[src/rtl/layer_boundary_skid_reg.sv]
// ============================================================================
// Module      : layer_boundary_skid_reg
// Description : Two-entry valid/ready skid stage between two LUT-neuron
//               layers. It carries the activation vector and its image tag,
//               drives the next layer from a registered main entry, and
//               counts delivered images for debug.
// Revision    : 1.0 - initial release
// ============================================================================
`default_nettype none

module layer_boundary_skid_reg #(
   parameter int WIDTH = 256,
   parameter int TAG_W = 8,
   parameter int CNT_W = 16
) (
   input  logic             clk,
   input  logic             rst,        // asynchronous, active-low
   input  logic             flush,
   input  logic             s_valid,
   output logic             s_ready,
   input  logic [WIDTH-1:0] s_data,
   input  logic [TAG_W-1:0] s_tag,
   output logic             m_valid,
   input  logic             m_ready,
   output logic [WIDTH-1:0] m_data,
   output logic [TAG_W-1:0] m_tag,
   output logic [1:0]       occupancy,
   output logic [CNT_W-1:0] img_count
);

   // The state value is the number of held entries, so it doubles as the
   // occupancy output.
   typedef enum logic [1:0] {
      ST_EMPTY = 2'd0,
      ST_ONE   = 2'd1,
      ST_TWO   = 2'd2
   } state_t;

   state_t             state_q,     state_d;
   logic               s_ready_q,   s_ready_d;
   logic               m_valid_q,   m_valid_d;
   logic [WIDTH-1:0]   main_data_q, main_data_d;
   logic [TAG_W-1:0]   main_tag_q,  main_tag_d;
   logic [WIDTH-1:0]   skid_data_q, skid_data_d;
   logic [TAG_W-1:0]   skid_tag_q,  skid_tag_d;
   logic [CNT_W-1:0]   img_count_q, img_count_d;

   logic               w_accept;
   logic               w_deliver;

   // Handshakes are judged only on registered flags, so s_ready never
   // depends combinationally on m_ready.
   assign w_accept  = s_valid   & s_ready_q;
   assign w_deliver = m_valid_q & m_ready;

   // Next-state for occupancy and both storage entries; flush wins over any
   // concurrent accept or deliver but leaves the stored payload untouched.
   always_comb begin
      state_d     = state_q;
      main_data_d = main_data_q;
      main_tag_d  = main_tag_q;
      skid_data_d = skid_data_q;
      skid_tag_d  = skid_tag_q;

      if (flush) begin
         state_d = ST_EMPTY;
      end else begin
         case (state_q)
            ST_EMPTY: begin
               if (w_accept) begin
                  main_data_d = s_data;
                  main_tag_d  = s_tag;
                  state_d     = ST_ONE;
               end
            end
            ST_ONE: begin
               if (w_accept && !w_deliver) begin
                  // Downstream stalled: park the new vector in the skid slot.
                  skid_data_d = s_data;
                  skid_tag_d  = s_tag;
                  state_d     = ST_TWO;
               end else if (w_accept && w_deliver) begin
                  main_data_d = s_data;
                  main_tag_d  = s_tag;
               end else if (w_deliver) begin
                  state_d = ST_EMPTY;
               end
            end
            ST_TWO: begin
               // s_ready is low here, so only a deliver can happen.
               if (w_deliver) begin
                  main_data_d = skid_data_q;
                  main_tag_d  = skid_tag_q;
                  state_d     = ST_ONE;
               end
            end
            default: begin
               state_d = ST_EMPTY;
            end
         endcase
      end
   end

   // Handshake flags follow the next occupancy so they are valid registers.
   always_comb begin
      m_valid_d   = (state_d != ST_EMPTY);
      s_ready_d   = (state_d != ST_TWO);
      // A deliver during flush still counts: downstream saw a handshake.
      img_count_d = img_count_q + CNT_W'(w_deliver);
   end

   // State and storage registers; reset discards everything immediately.
   always_ff @(posedge clk or negedge rst) begin
      if (!rst) begin
         state_q     <= ST_EMPTY;
         s_ready_q   <= 1'b0;
         m_valid_q   <= 1'b0;
         main_data_q <= '0;
         main_tag_q  <= '0;
         skid_data_q <= '0;
         skid_tag_q  <= '0;
         img_count_q <= '0;
      end else begin
         state_q     <= state_d;
         s_ready_q   <= s_ready_d;
         m_valid_q   <= m_valid_d;
         main_data_q <= main_data_d;
         main_tag_q  <= main_tag_d;
         skid_data_q <= skid_data_d;
         skid_tag_q  <= skid_tag_d;
         img_count_q <= img_count_d;
      end
   end

   assign s_ready   = s_ready_q;
   assign m_valid   = m_valid_q;
   assign m_data    = main_data_q;
   assign m_tag     = main_tag_q;
   assign occupancy = state_q;
   assign img_count = img_count_q;

endmodule

`default_nettype wire
[config.mk]
export PLATFORM = sky130hd
export DESIGN_NAME = layer_boundary_skid_reg
export DESIGN_NICKNAME = d
export VERILOG_FILES = /design/src/rtl/layer_boundary_skid_reg.sv
export SDC_FILE = /design/constraint.sdc
export NUM_CORES = 1
export LEC_CHECK = 0
export ABC_AREA = 1
export CAP_MARGIN = 20
export CORE_ASPECT_RATIO = 1.75
export CORE_MARGIN = 2
export CORE_UTILIZATION = 50
export CTS_BUF_LIST = sky130_fd_sc_hd__clkbuf_16
export CTS_CLUSTER_DIAMETER = 120
export DETAILED_ROUTE_END_ITERATION = 10
export PLACE_DENSITY = 0.82
export SLEW_MARGIN = 20
export SYNTH_ARGS = -nofsm -noshare
export SYNTH_HDL_FRONTEND = slang
export SYNTH_SLANG_ARGS = --single-unit
[constraint.sdc]
create_clock -name clk -period 1.96 [get_ports clk]
set_clock_uncertainty 0.15 [all_clocks]
set_input_delay 0.392 -clock clk [delete_from_list [all_inputs] [get_ports clk]]
set_output_delay 0.392 -clock clk [all_outputs]
set_load 0.02 [all_outputs]
Word level (Yosys, flattened, before mapping)

Cells that the tools add are included.

Register bits: 548
Input port bits: 269
Output and inout port bits: 284
Logic and storage cells: 44

$add $sub $neg: 1
Equality and inequality tests: 7
Multiplexer cells: 17
Bitwise gates (word level): 3
Reductions and logical operators: 8

Operators by type and width:

| kind                                                 | count |
|---|---|
| 2-to-1 mux 256 bit                                   | 4 |
| case mux 256 bit (3 select lines)                    | 1 |
| 2-to-1 mux 8 bit                                     | 4 |
| case mux 8 bit (3 select lines)                      | 1 |
| adder 16 x 1 -> 16 bit                               | 1 |
| 2-to-1 mux 2 bit                                     | 6 |
| inequality test 2 bit (second input constant)        | 5 |
| case mux 2 bit (3 select lines)                      | 1 |
| AND reduction 6 bit                                  | 1 |
| AND reduction 3 bit                                  | 1 |
| nonzero test 3 bit                                   | 1 |
| AND 1 bit                                            | 2 |
| equality test 2 x 1 -> 1 bit (second input constant) | 1 |
| equality test 2 bit (second input constant)          | 1 |
| logical AND 1 bit                                    | 2 |
| logical NOT 2 bit                                    | 1 |
| nonzero test 2 bit                                   | 1 |
| logical NOT 1 bit                                    | 1 |
| NOT 1 bit                                            | 1 |

Logic depth before layout (Yosys ltp)

Word-level depth: 7
Gate-level depth with buffers: 10

Least setup slack after synthesis

OpenSTA, ideal clock, no wires.

Path kind: reg2reg
From: reg m_valid_q, in the netlist m_valid
To: reg img_count_q[12], in the netlist img_count[12]
Data arrival time: 1.581 ns
Setup slack: 0.098 ns
Stages on the path, launching flop included: 9
Period minus slack after synthesis: 1.862 ns
Cells stage by stage: dfrtp_1 > nand2_1 > inv_1 > ha_1 > ha_1 > nand3_1 > nor2_1 > nand3_1 > xnor2_1

Word-level cells in the longest chain between the ends: 2

RTL lines:

| element                  | line | RTL |
|---|---|---|
| start: declaration       | 41   | `logic m_valid_q, m_valid_d;` |
| start signal: assignment | 126  | `m_valid_q <= m_valid_d;` |
| AND 1 bit                | 54   | `assign w_deliver = m_valid_q & m_ready;` |
| adder 16 x 1 -> 16 bit   | 109  | `img_count_d = img_count_q + CNT_W'(w_deliver);` |
| net img_count_d[12]      | 46   | `logic [CNT_W-1:0] img_count_q, img_count_d;` |
| end signal: assignment   | 131  | `img_count_q <= img_count_d;` |
| end: declaration         | 46   |  |

The timed path passes the listed nets, and every way through them passes these cells.
A chain may end at the register's enable or synchronous reset.

Worst setup path in the final report

From: reg img_count_q[3], in the netlist img_count[3]
To: out img_count[3]

RTL lines:

| element          | line | RTL |
|---|---|---|
| end: declaration | 28   | `output logic [CNT_W-1:0] img_count` |

No word-level cell between the ends.

==> impl_metrics.xml <==
<?xml version="1.0" encoding="UTF-8"?>
<metrics>
  <group name="synthesis">
    <metric name="post_synth_inst_count" unit="">2947</metric>
    <metric name="syn_area_per_cell" unit="um2">8.192</metric>
    <metric name="synthTopCellsByArea" unit="">sky130_fd_sc_hd__dfrtp_1 57%, sky130_fd_sc_hd__nand2_1 13%, sky130_fd_sc_hd__nand3_1 5.7%</metric>
    <metric name="yosysSeqAreaShare" unit="">0.5680</metric>
    <metric name="async_reset_ff_frac" unit="">1.000</metric>
    <metric name="leading_register_cell_type_out_of_synthesis" unit="">sky130_fd_sc_hd__dfrtp_1</metric>
    <metric name="ys_warn_count" unit="">0</metric>
    <metric name="synth_most_common_cell" unit="">sky130_fd_sc_hd__nand2_1</metric>
    <metric name="library_cells_used_by_synthesis" unit="">19</metric>
    <metric name="synth_top_cell_by_area" unit="">sky130_fd_sc_hd__dfrtp_1</metric>
    <metric name="netlist.area_leader.share" unit="">0.5680</metric>
    <metric name="synth_nets" unit="">3218</metric>
    <metric name="synth_seq_cells" unit="">548</metric>
    <metric name="synthesis.area" unit="um2">24140</metric>
    <metric name="synth_common_cells" unit="">820 x sky130_fd_sc_hd__nand2_1, 548 x sky130_fd_sc_hd__dfrtp_1, 280 x sky130_fd_sc_hd__nor2_1</metric>
    <metric name="synth-edff-count" unit="">0</metric>
  </group>
  <group name="timing">
    <metric name="final_report_hold_violation_count" unit="">0</metric>
    <metric name="timing.hold.ws" unit="ps">131.3</metric>
    <metric name="relSlewSlack" unit="">0.6167</metric>
    <metric name="timing.final.crit_period" unit="ps">1915</metric>
    <metric name="setup_viol" unit="">0</metric>
    <metric name="fin_tns_setup" unit="ps">0</metric>
    <metric name="worst_tran_pin_value" unit="ps">575.0</metric>
    <metric name="maxSlewViolCount" unit="">0</metric>
    <metric name="min_period_over_period" unit="">0.9770</metric>
    <metric name="fmax" unit="MHz">522.2</metric>
  </group>
  <group name="floorplan">
    <metric name="placementRows" unit="">106</metric>
    <metric name="die_w" unit="um">170.1</metric>
    <metric name="y_dimension_of_the_die" unit="um">294.7</metric>
    <metric name="die_area" unit="um2">50130</metric>
    <metric name="core-area" unit="um2">47750</metric>
    <metric name="boundaryPins" unit="">553</metric>
    <metric name="initial_core_util" unit="">0.5056</metric>
  </group>
  <group name="global_route">
    <metric name="grt_antenna_before_repair" unit="">17</metric>
    <metric name="vias_in_the_first_global_route" unit="">21720</metric>
    <metric name="grt_start_max_net_pins" unit="">149</metric>
    <metric name="total_routing_usage_reported_by_global_routing" unit="">0.2875</metric>
    <metric name="grt_pass1_wl" unit="um">114500</metric>
    <metric name="grt_overflow" unit="">0</metric>
  </group>
  <group name="route">
    <metric name="detailroute.via_count" unit="">22010</metric>
    <metric name="1st_iter_drt_viols" unit="">1690</metric>
    <metric name="detail_route.first_pass.iterations" unit="">6</metric>
    <metric name="vias_per_cell" unit="">5.344</metric>
    <metric name="drc" unit="">0</metric>
    <metric name="route.antenna.remaining_nets" unit="">0</metric>
    <metric name="wl" unit="um">75130</metric>
    <metric name="wl_per_cell" unit="um">18.24</metric>
  </group>
  <group name="clocking">
    <metric name="tritoncts_num_sinks" unit="">548</metric>
    <metric name="clkLatencyLatePin" unit="ps">570</metric>
    <metric name="cts_max_level" unit="">2</metric>
    <metric name="tritoncts_clock_tree" unit="">done</metric>
    <metric name="clk_pin_slew_worst_paths" unit="ps">70</metric>
    <metric name="clk_root_buffer_cell" unit="">sky130_fd_sc_hd__clkbuf_16</metric>
    <metric name="cts_made_buffers" unit="">50</metric>
    <metric name="clockBufferDepth" unit="">3</metric>
  </group>
  <group name="critical_path">
    <metric name="critPathRequiredTime" unit="ps">1420</metric>
    <metric name="critical_path.slowest_cell" unit="">sky130_fd_sc_hd__dfrtp_1</metric>
    <metric name="worstSetupEndpointType" unit="">output port</metric>
    <metric name="cell_chain_critical_path" unit="">dlygate4sd2_1</metric>
    <metric name="critical_path_buf_inv_count" unit="">1</metric>
    <metric name="cpLargestDelayFamily" unit="">flip-flops</metric>
    <metric name="worstPathArrival" unit="ps">1370</metric>
    <metric name="timing_worst_setup_path_type" unit="">register to output port</metric>
    <metric name="crit_path_max_incr_delay" unit="ps">410</metric>
    <metric name="start_kind" unit="">register</metric>
    <metric name="worstRegToRegCells" unit="">9</metric>
    <metric name="critical_path_peak_fanout" unit="">4</metric>
    <metric name="critical_path_cell_count" unit="">1</metric>
  </group>
  <group name="final_layout">
    <metric name="area_delta_synth_final" unit="%">34.98</metric>
    <metric name="fin_nets" unit="">3747</metric>
    <metric name="fin_util" unit="">0.6825</metric>
    <metric name="post_route_cells_drive_above_1_share" unit="">0.06316</metric>
  </group>
  <group name="placed_design">
    <metric name="post-dp-hpwl" unit="um">50480</metric>
    <metric name="gp_congestion" unit="">0.8688</metric>
    <metric name="io_buffer_count" unit="">552</metric>
  </group>
  <group name="status">
    <metric name="status" unit="">finished clean</metric>
  </group>
  <group name="worst_hold_path">
    <metric name="hold_class" unit="">input pin to async pin</metric>
  </group>
  <group name="pwr">
    <metric name="vdd.ir_drop.worst" unit="V">0.001127</metric>
    <metric name="total_leakage_power" unit="uW">0.01762</metric>
    <metric name="finalPower" unit="uW">45670</metric>
    <metric name="pwr_density_cell" unit="nW/um2">1401</metric>
  </group>
  <group name="run">
    <metric name="drv.max_cap_violation_count" unit="">0</metric>
  </group>
</metrics>
-- registers in the layout (all words and copies together) (netlist names) --
name / flops
occupancy: 2
skid_tag_q: 8
m_tag: 8
m_valid: 1
s_ready: 1
img_count: 16
m_data: 256
skid_data_q: 256
-- metrics by stage --
step / setup slack (ps) / std cells / instance area (um2)
after detailed placement: -505.4 / 4007 / 30920
after global routing: -12.34 / 4118 / 32590
after global placement: -425.6 / 4007 / 30920
final: 45.04 / 4118 / 32590
after floorplan: 98.19 / 2947 / 24140
after CTS: -9.650 / 4099 / 32210
-- layout make-up --
class | instances | area [um2]
fillers | 3775 | 15160
flip-flops and latches | 548 | 13720
multi-input cells | 1922 | 8411
repair buffers | 680 | 7073
clock buffers | 51 | 1276
inverters | 274 | 1028
well taps | 594 | 743.2
clock inverters | 40 | 317.8
diodes | 9 | 22.52
-- final timing paths --
path / startpoint / slack (ps) / end
worst max-delay path: img_count[3] / 50 / img_count[3]
worst min-delay path: rst / 130 / m_data[237]
worst max register to register: occupancy[1] / 70 / m_data[136]
worst min register to register: m_data[96] / 310 / m_data[96]
max in group asynchronous: rst / 770 / m_data[178]
min in group clk: s_data[200] / 250 / skid_data_q[200]
-- power breakdown --
group          switching [uW]  internal (uW)  leakage, uW
combinational           10100           6260       0.0100
clock                    4400           5280     0.000819
sequential               3080          16600      0.00679
total                   17500          28100       0.0176
-- placed cells by master, fill, tap and decap left out, types with 55 or more instances in the layout --
cell                              Yosys  layout
sky130_fd_sc_hd__buf_4                3      55
sky130_fd_sc_hd__clkbuf_16            0      60
sky130_fd_sc_hd__clkdlybuf4s50_1      0     267
sky130_fd_sc_hd__nand2_1            820     815
sky130_fd_sc_hd__dfrtp_1            548     546
sky130_fd_sc_hd__dlygate4sd2_1        0     275
sky130_fd_sc_hd__inv_1              274     284
sky130_fd_sc_hd__nor2_1             280     278
sky130_fd_sc_hd__nand3_1            273     270
sky130_fd_sc_hd__o21ai_0            265     263
sky130_fd_sc_hd__a21oi_1            265     263
-- per-layer routing --
metal  vias up  wire length, um  GRT usage
met3       269             5325    0.05774
li1      10360                -          -
met4        16             5228     0.1816
met1     10420            26610     0.3266
met2       945            37840     0.4925
met5         -              119          0
-- cell families after synthesis --
kind of cell,count (synthesis),share of synthesized area
adder cells (fa/ha/maj),2,0.001036
AO/OA/AOI/OAI,531,0.1101
XOR/XNOR,13,0.004716
buffers and inverters,477,0.08774
flip-flops,548,0.5680
AND/OR/NAND/NOR,1376,0.2284
-- repair_timing --
action	CTS	global route
hold buffers	1	0
setup endpoints to repair	427	510
pin swaps	0	1
buffers inserted	0	1
endpoints found under the hold margin	346	0
gates cloned	0	9
gates resized for setup	298	35
Power figures use the tool's default switching activity.
